===== src/rtl/rst_mc_pkg.sv =====
// Shared types and helpers for the register status (rename) table.
// Tag and channel widths here are upper bounds; instances zero-extend into them.
package rst_mc_pkg;

   localparam int TAG_MAX = 16;
   localparam int CDB_MAX = 8;

   typedef struct packed {
      logic               pend;
      logic [TAG_MAX-1:0] tag;
   } entry_t;

   function automatic int addr_w(input int n);
      return (n <= 2) ? 1 : $clog2(n);
   endfunction

   function automatic logic cdb_hit(input logic [TAG_MAX-1:0]         tag,
                                    input logic [CDB_MAX-1:0]         valid,
                                    input logic [CDB_MAX*TAG_MAX-1:0] tags);
      logic hit;
      hit = 1'b0;
      for (int c = 0; c < CDB_MAX; c++)
         hit |= valid[c] & (tags[c*TAG_MAX +: TAG_MAX] == tag);
      return hit;
   endfunction

endpackage


===== src/rtl/rst_mc_cmp.sv =====
// Multi-channel CDB tag comparator for a single table or snapshot entry.
module rst_mc_cmp
   import rst_mc_pkg::*;
#(
   parameter int TAG_W   = 5,
   parameter int NUM_CDB = 2
) (
   input  logic                     pend,
   input  logic [TAG_W-1:0]         tag,
   input  logic [NUM_CDB-1:0]       cdb_valid,
   input  logic [NUM_CDB*TAG_W-1:0] cdb_tag,
   output logic                     hit
);

   entry_t                     ent;
   logic [CDB_MAX-1:0]         vld_x;
   logic [CDB_MAX*TAG_MAX-1:0] tags_x;

   // Unused upper channels stay invalid, so padding never produces a hit.
   always_comb begin
      ent                 = '0;
      ent.pend            = pend;
      ent.tag[TAG_W-1:0]  = tag;
      vld_x               = '0;
      vld_x[NUM_CDB-1:0]  = cdb_valid;
      tags_x              = '0;
      for (int c = 0; c < NUM_CDB; c++)
         tags_x[c*TAG_MAX +: TAG_W] = cdb_tag[c*TAG_W +: TAG_W];
      hit = ent.pend & cdb_hit(ent.tag, vld_x, tags_x);
   end

endmodule


===== src/rtl/rst_mc.sv =====
// Register status table with multi-CDB wakeup, read bypass and branch
// checkpoints that keep tracking broadcasts while they are live.
module rst_mc
   import rst_mc_pkg::*;
#(
   parameter int NUM_REGS  = 32,
   parameter int TAG_W     = 5,
   parameter int NUM_RD    = 2,
   parameter int NUM_CDB   = 2,
   parameter int NUM_CKPT  = 4,
   parameter int ZERO_HARD = 1,
   localparam int AW = addr_w(NUM_REGS),
   localparam int CW = addr_w(NUM_CKPT)
) (
   input  logic                     clock,
   input  logic                     reset,
   input  logic [NUM_RD*AW-1:0]     rd_addr,
   output logic [NUM_RD*TAG_W-1:0]  rd_tag,
   output logic [NUM_RD-1:0]        rd_pend,
   input  logic                     wen,
   input  logic [AW-1:0]            waddr,
   input  logic [TAG_W-1:0]         wtag,
   input  logic [NUM_CDB-1:0]       cdb_valid,
   input  logic [NUM_CDB*TAG_W-1:0] cdb_tag,
   input  logic                     ckpt_save,
   input  logic [CW-1:0]            ckpt_save_id,
   input  logic                     ckpt_restore,
   input  logic [CW-1:0]            ckpt_restore_id,
   input  logic [NUM_CKPT-1:0]      ckpt_free,
   input  logic                     flush,
   output logic [NUM_CKPT-1:0]      ckpt_live,
   output logic [NUM_REGS-1:0]      clr_vec
);

   logic [NUM_REGS-1:0] pend_q;
   logic [TAG_W-1:0]    tag_q  [NUM_REGS];
   logic [NUM_REGS-1:0] cp_pend [NUM_CKPT];
   logic [TAG_W-1:0]    cp_tag  [NUM_CKPT][NUM_REGS];
   logic [NUM_CKPT-1:0] live_q;

   logic [NUM_REGS-1:0] t_hit;
   logic                c_hit [NUM_CKPT][NUM_REGS];
   logic [NUM_RD-1:0]   r_hit;

   logic [NUM_REGS-1:0] nx_pend;
   logic [TAG_W-1:0]    nx_tag [NUM_REGS];
   logic [NUM_REGS-1:0] rs_pend;
   logic [TAG_W-1:0]    rs_tag [NUM_REGS];

   logic zero_wr;
   logic wen_eff;
   logic save_eff;

   assign zero_wr  = (ZERO_HARD != 0) && (waddr == '0);
   assign wen_eff  = wen && !zero_wr;
   assign save_eff = ckpt_save && !ckpt_restore;
   assign ckpt_live = live_q;

   for (genvar e = 0; e < NUM_REGS; e++) begin : g_ent
      rst_mc_cmp #(.TAG_W(TAG_W), .NUM_CDB(NUM_CDB)) u_cmp (
         .pend      (pend_q[e]),
         .tag       (tag_q[e]),
         .cdb_valid (cdb_valid),
         .cdb_tag   (cdb_tag),
         .hit       (t_hit[e])
      );
      for (genvar k = 0; k < NUM_CKPT; k++) begin : g_ck
         rst_mc_cmp #(.TAG_W(TAG_W), .NUM_CDB(NUM_CDB)) u_cmp (
            .pend      (cp_pend[k][e]),
            .tag       (cp_tag[k][e]),
            .cdb_valid (cdb_valid),
            .cdb_tag   (cdb_tag),
            .hit       (c_hit[k][e])
         );
      end
   end

   // Reads see pre-write state; a matching broadcast this cycle hides pending.
   for (genvar i = 0; i < NUM_RD; i++) begin : g_rd
      logic [AW-1:0] ra;
      assign ra = rd_addr[i*AW +: AW];
      rst_mc_cmp #(.TAG_W(TAG_W), .NUM_CDB(NUM_CDB)) u_cmp (
         .pend      (pend_q[ra]),
         .tag       (tag_q[ra]),
         .cdb_valid (cdb_valid),
         .cdb_tag   (cdb_tag),
         .hit       (r_hit[i])
      );
      assign rd_pend[i]                = pend_q[ra] & ~r_hit[i];
      assign rd_tag[i*TAG_W +: TAG_W]  = tag_q[ra];
   end

   always_comb begin
      for (int e = 0; e < NUM_REGS; e++) begin
         clr_vec[e] = t_hit[e] & ~(wen && (waddr == AW'(e)));
         nx_pend[e] = pend_q[e];
         nx_tag[e]  = tag_q[e];
         if (wen_eff && (waddr == AW'(e))) begin
            nx_pend[e] = 1'b1;
            nx_tag[e]  = wtag;
         end else if (clr_vec[e]) begin
            nx_pend[e] = 1'b0;
            nx_tag[e]  = '0;
         end
         rs_pend[e] = cp_pend[ckpt_restore_id][e] & ~c_hit[ckpt_restore_id][e];
         rs_tag[e]  = c_hit[ckpt_restore_id][e] ? '0 : cp_tag[ckpt_restore_id][e];
      end
   end

   always_ff @(posedge clock or posedge reset) begin
      if (reset) begin
         pend_q  <= '0;
         tag_q   <= '{default: '0};
         cp_pend <= '{default: '0};
         cp_tag  <= '{default: '0};
         live_q  <= '0;
      end else if (flush) begin
         pend_q  <= '0;
         tag_q   <= '{default: '0};
         cp_pend <= '{default: '0};
         cp_tag  <= '{default: '0};
         live_q  <= '0;
      end else begin
         if (ckpt_restore) begin
            pend_q <= rs_pend;
            tag_q  <= rs_tag;
         end else begin
            pend_q <= nx_pend;
            tag_q  <= nx_tag;
         end
         // Snapshots hold the post-edge table; live ones keep absorbing broadcasts.
         for (int k = 0; k < NUM_CKPT; k++) begin
            if (save_eff && (ckpt_save_id == CW'(k))) begin
               cp_pend[k] <= nx_pend;
               cp_tag[k]  <= nx_tag;
               live_q[k]  <= 1'b1;
            end else begin
               if (live_q[k]) begin
                  for (int e = 0; e < NUM_REGS; e++) begin
                     if (c_hit[k][e]) begin
                        cp_pend[k][e] <= 1'b0;
                        cp_tag[k][e]  <= '0;
                     end
                  end
               end
               if (ckpt_free[k] || (ckpt_restore && (ckpt_restore_id == CW'(k))))
                  live_q[k] <= 1'b0;
            end
         end
      end
   end

endmodule


===== config.mk =====
export PLATFORM = sky130hd
export DESIGN_NAME = rst_mc
export DESIGN_NICKNAME = d
export VERILOG_FILES = /design/src/rtl/rst_mc_pkg.sv /design/src/rtl/rst_mc_cmp.sv /design/src/rtl/rst_mc.sv
export SDC_FILE = /design/constraint.sdc
export NUM_CORES = 2
export LEC_CHECK = 0
export ABC_AREA = 1
export CAP_MARGIN = 20
export CORE_ASPECT_RATIO = 1.2
export CORE_MARGIN = 2
export CORE_UTILIZATION = 30
export DETAILED_ROUTE_END_ITERATION = 6
export SYNTH_ARGS = -nofsm -noshare
export SYNTH_HDL_FRONTEND = slang
export SYNTH_SLANG_ARGS = --single-unit

===== constraint.sdc =====
create_clock -name clock -period 46.9 [get_ports clock]
set_input_delay 7.035 -clock clock [delete_from_list [all_inputs] [get_ports clock]]
set_output_delay 7.035 -clock clock [all_outputs]
set_load 0.01 [all_outputs]

==> results.md <==
- CTS max path bufs: 3
- Yosys warning count: 0
- Predominant post-synthesis flop cell: dfrtp_1
- Vias in the first global route: 74.5k
- Arrival @ worst endpoint: 11.46 ns
- Routed WL: 350 mm
- Largest net degree at the start of global routing: 131
- Met2 WL post-DR: 149 mm
- RSZ-0062 raised after global routing: no
- Max layer used: met5
- Synth Instances: 9,989
- Post-route DRC: 1
- Top cells by area, synth: dfrtp_1, o22ai_1, nand2_1
- Area share of the largest cell type after synthesis: 0.345
- Register area share after synthesis: 0.345
- Largest family of logic cells by synthesized area: compound AO/OA/AOI/OAI gates
- TritonCTS Buffers: 102
- Ports: 94
- Pwr dens: approximately 27 nW/um^2
- Worst-margin pin slew: 1.31 ns
- Worst-path fanout max: 64
- Max Cap Viol: 0
- CTS tree: done
- Router iterations before antenna repair: 7
- Mapped Nets: approximately 10k
- First DRT Iteration DRCs: between 10k and 15k
- Count of final setup violators: 0
- Total GRT Usage: 0.284
- Area growth syn-to-layout: 8.00%
- CP max stage delay: approximately 0.91 ns
- Initial antenna violation count: 17
- First-pass GRT wire length: between 500 and 600 mm
- Syn Std Cell Area: 69,900 sq um
- Setup Skew: 0.0223 ns
- Post-synthesis mux area share: 0
- Period utilization: 0.394
- Total grt overflow: 0
- Synthesized flop and latch total: 964
- Synth Area in Compound Gates: 0.275
- Via density: 6.25
- Adder-cell area share of the yosys netlist: 0
- Pre-CTS WS: 28.77 ns
- Hold buffer count at cts: 0
- Met1 WL: 125 mm
- Fin nets: 9,633
- GPL Wtd Cong: around 0.99
- Port bufs: 93
- Routed vias: ~79k
- Pins over their slew limit: 0
- FP Rows: 194
- CP Cell Sequence: clkbuf_8 -> inv_8 -> buf_4 -> buf_4 -> o22ai_1 -> a21oi_1 -> nand3_1 -> nand2_1 -> nand2_2 -> nor2_1 -> clkdlybuf4s50_1
- Postcts setup bufs: 0
- H-tree level count: 3
- Crit Path Class: primary input to output port
- Share of layout cells above drive strength 1: 0.0592
- Clk_lat worst skew: about 0.75 ns
- ANT nets after route: 0
- Violated checks: DRC
- Worst min path class: flip-flop to flip-flop
- Slowest stage cell, crit path: buf_4
- Die area: 237,000 sq um
- HPWL after DPL: 216 mm
- CTS Sinks: 964
- VDD IR max: 0.0296 mV
- Width of the die: between 400 and 500 um
- Synth unique cells: 53
- Core ar.: 232,000 sq um
- Crit end category: output port
- Relative slew slack: 0.129
- Synth Area in Simple Gates: 0.239
- Fmax: 0.0541 GHz
- Setup WS post-layout: 28.40 ns
- Routed WL per cell: 27.5 um
- Outcome: finished with violations
- Die height: 533 um
- Worst setup SP type: primary input
- Top Family by Delay on Critical Path: buffers and inverters
- Fin crit period: 18.50 ns
- Starting Density: 0.301
- Worst-path clk slew: 0.06 ns
- Bufs and invs on worst path: 5
- Final hold violations: 0
- EDFF count, synth: 0
- Setup TNS: 0 ns
- Asr flop ratio synth: 1.00
- LEAKAGE: 29.6 nW
- CTS root buf: clkbuf_16
- CP Data Required Time: 39.87 ns
- Cell taking the most area after synthesis: dfrtp_1
- Critical path's most frequent cell: buf_4
- Met3 routed WL: 45.4 mm
- Post-CTS Resized: 0
- Synth Area in XOR/XNOR: 0.0263
- Avg Cell Area, Syn: around 7.0 sq um
[tightest hold or removal path: cells and delay by family (launching register included)]
family          cells  cell delay (ns)
flops               1             0.36
compound gates      1             0.07
simple gates        1             0.08
[logic make-up after synthesis]
group,count (synthesis)
simple gates,3864
compound gates,3153
buf+inv,1798
flops,964
xor+xnor,210
[routing by layer]
layer | vias up | track usage
met5 | - | 0
met4 | 4 | 0.204
met3 | 1637 | 0.0688
met2 | 6267 | 0.433
met1 | 37400 | 0.349
li1 | 34200 | -
[cell usage in the layout, fill, tap and decap left out, drive strengths merged, types with 7 or more instances in the layout]
cell type and count:
nor2 664, nand2 1944, clkinv 26, bufinv 10, o221ai 150, clkbuf 156, and3 8, xor2 89
o2111ai 24, clkdlybuf4s50 76, or2 11, a21oi 758, nor3 121, o211ai 16, diode 17, nand4 68
a2111o 25, a221oi 59, nand3 1032, dfrtp 964, a22oi 150, o31ai 7, xnor2 121, buf 144
o22ai 1213, a211oi 19, inv 1062, o21ai 723
[area by class of cell]
cell class                 instances  area, sq um
multi-input combinational       7227        37800
clock inverter                    34          453
clock buffer                     149         2970
antenna                           17         42.5
timing repair buffer             227         2120
tap                             3038         3800
fill                           25100       157000
sequential                       964        24100
inverter                        1065         4110
[sequential cells by signal, summed over array words and instances (netlist names)]
name       cells
ckpt_live      4
cp_tag       640
cp_pend      128
pend_q        32
tag_q        160
[metrics by stage]
step / total power, mW / cell area [sq um] / util / std cells / hold slack [ns]
6_report: 2.02 / 75400 / 0.325 / 12700 / 0.536
5_1_grt: 2.06 / 75400 / 0.325 / 12700 / 0.579
4_1_cts: 2.00 / 75400 / 0.325 / 12700 / 0.537
3_5_place_dp: 1.14 / 72000 / 0.310 / 12500 / 0.523
3_3_place_gp: 1.14 / 72000 / 0.310 / 12500 / 0.520
2_1_floorplan: 1.03 / 69900 / - / 9989 / 0.500
[worst paths after layout]
path / start / cells past startpoint / slack [ns] / to
max reg2reg: tag_q[8] / 9 / 44.36 / cp_tag[7]
min: cp_pend[70] / 2 / 0.54 / cp_pend[70]
max in group asynchronous: reset / 6 / 36.39 / cp_pend[66]
min in group asynchronous: reset / 2 / 6.83 / cp_pend[115]
min reg2reg: cp_pend[70] / 2 / 0.54 / cp_pend[70]
max: cdb_tag[0] / 11 / 28.40 / clr_vec[29]
[synthesized netlist by cell type (4+ instances only)]
master / number
a21oi_1: 728
inv_4: 8
o31ai_4: 5
o21ai_1: 158
o211ai_1: 16
a221oi_2: 9
o221ai_1: 150
nand3_1: 1017
inv_1: 1006
inv_2: 50
nand3b_1: 6
nand4_1: 68
dfrtp_1: 964
nor2_1: 606
xor2_1: 89
a2111o_1: 25
clkbuf_1: 243
buf_6: 76
and3_1: 8
a211oi_1: 19
a21oi_2: 27
or3_1: 6
o22ai_2: 6
a22oi_1: 150
o21ai_0: 561
o21ai_2: 4
nor3_1: 120
nor2_4: 30
nor2_2: 28
xnor2_1: 121
nand2_2: 43
nand3_2: 15
or2_2: 10
buf_1: 48
buf_4: 83
o2111ai_1: 24
a221oi_1: 50
buf_2: 283
nand2_1: 1901
o22ai_1: 1207
[power breakdown]
group / internal (mW) / switching [mW] / total, mW
clock: 0.492 / 0.384 / 0.876
combinational: 0.0637 / 0.241 / 0.304
sequential: 0.833 / 0.00400 / 0.837
(Power assumes the default switching activity.)
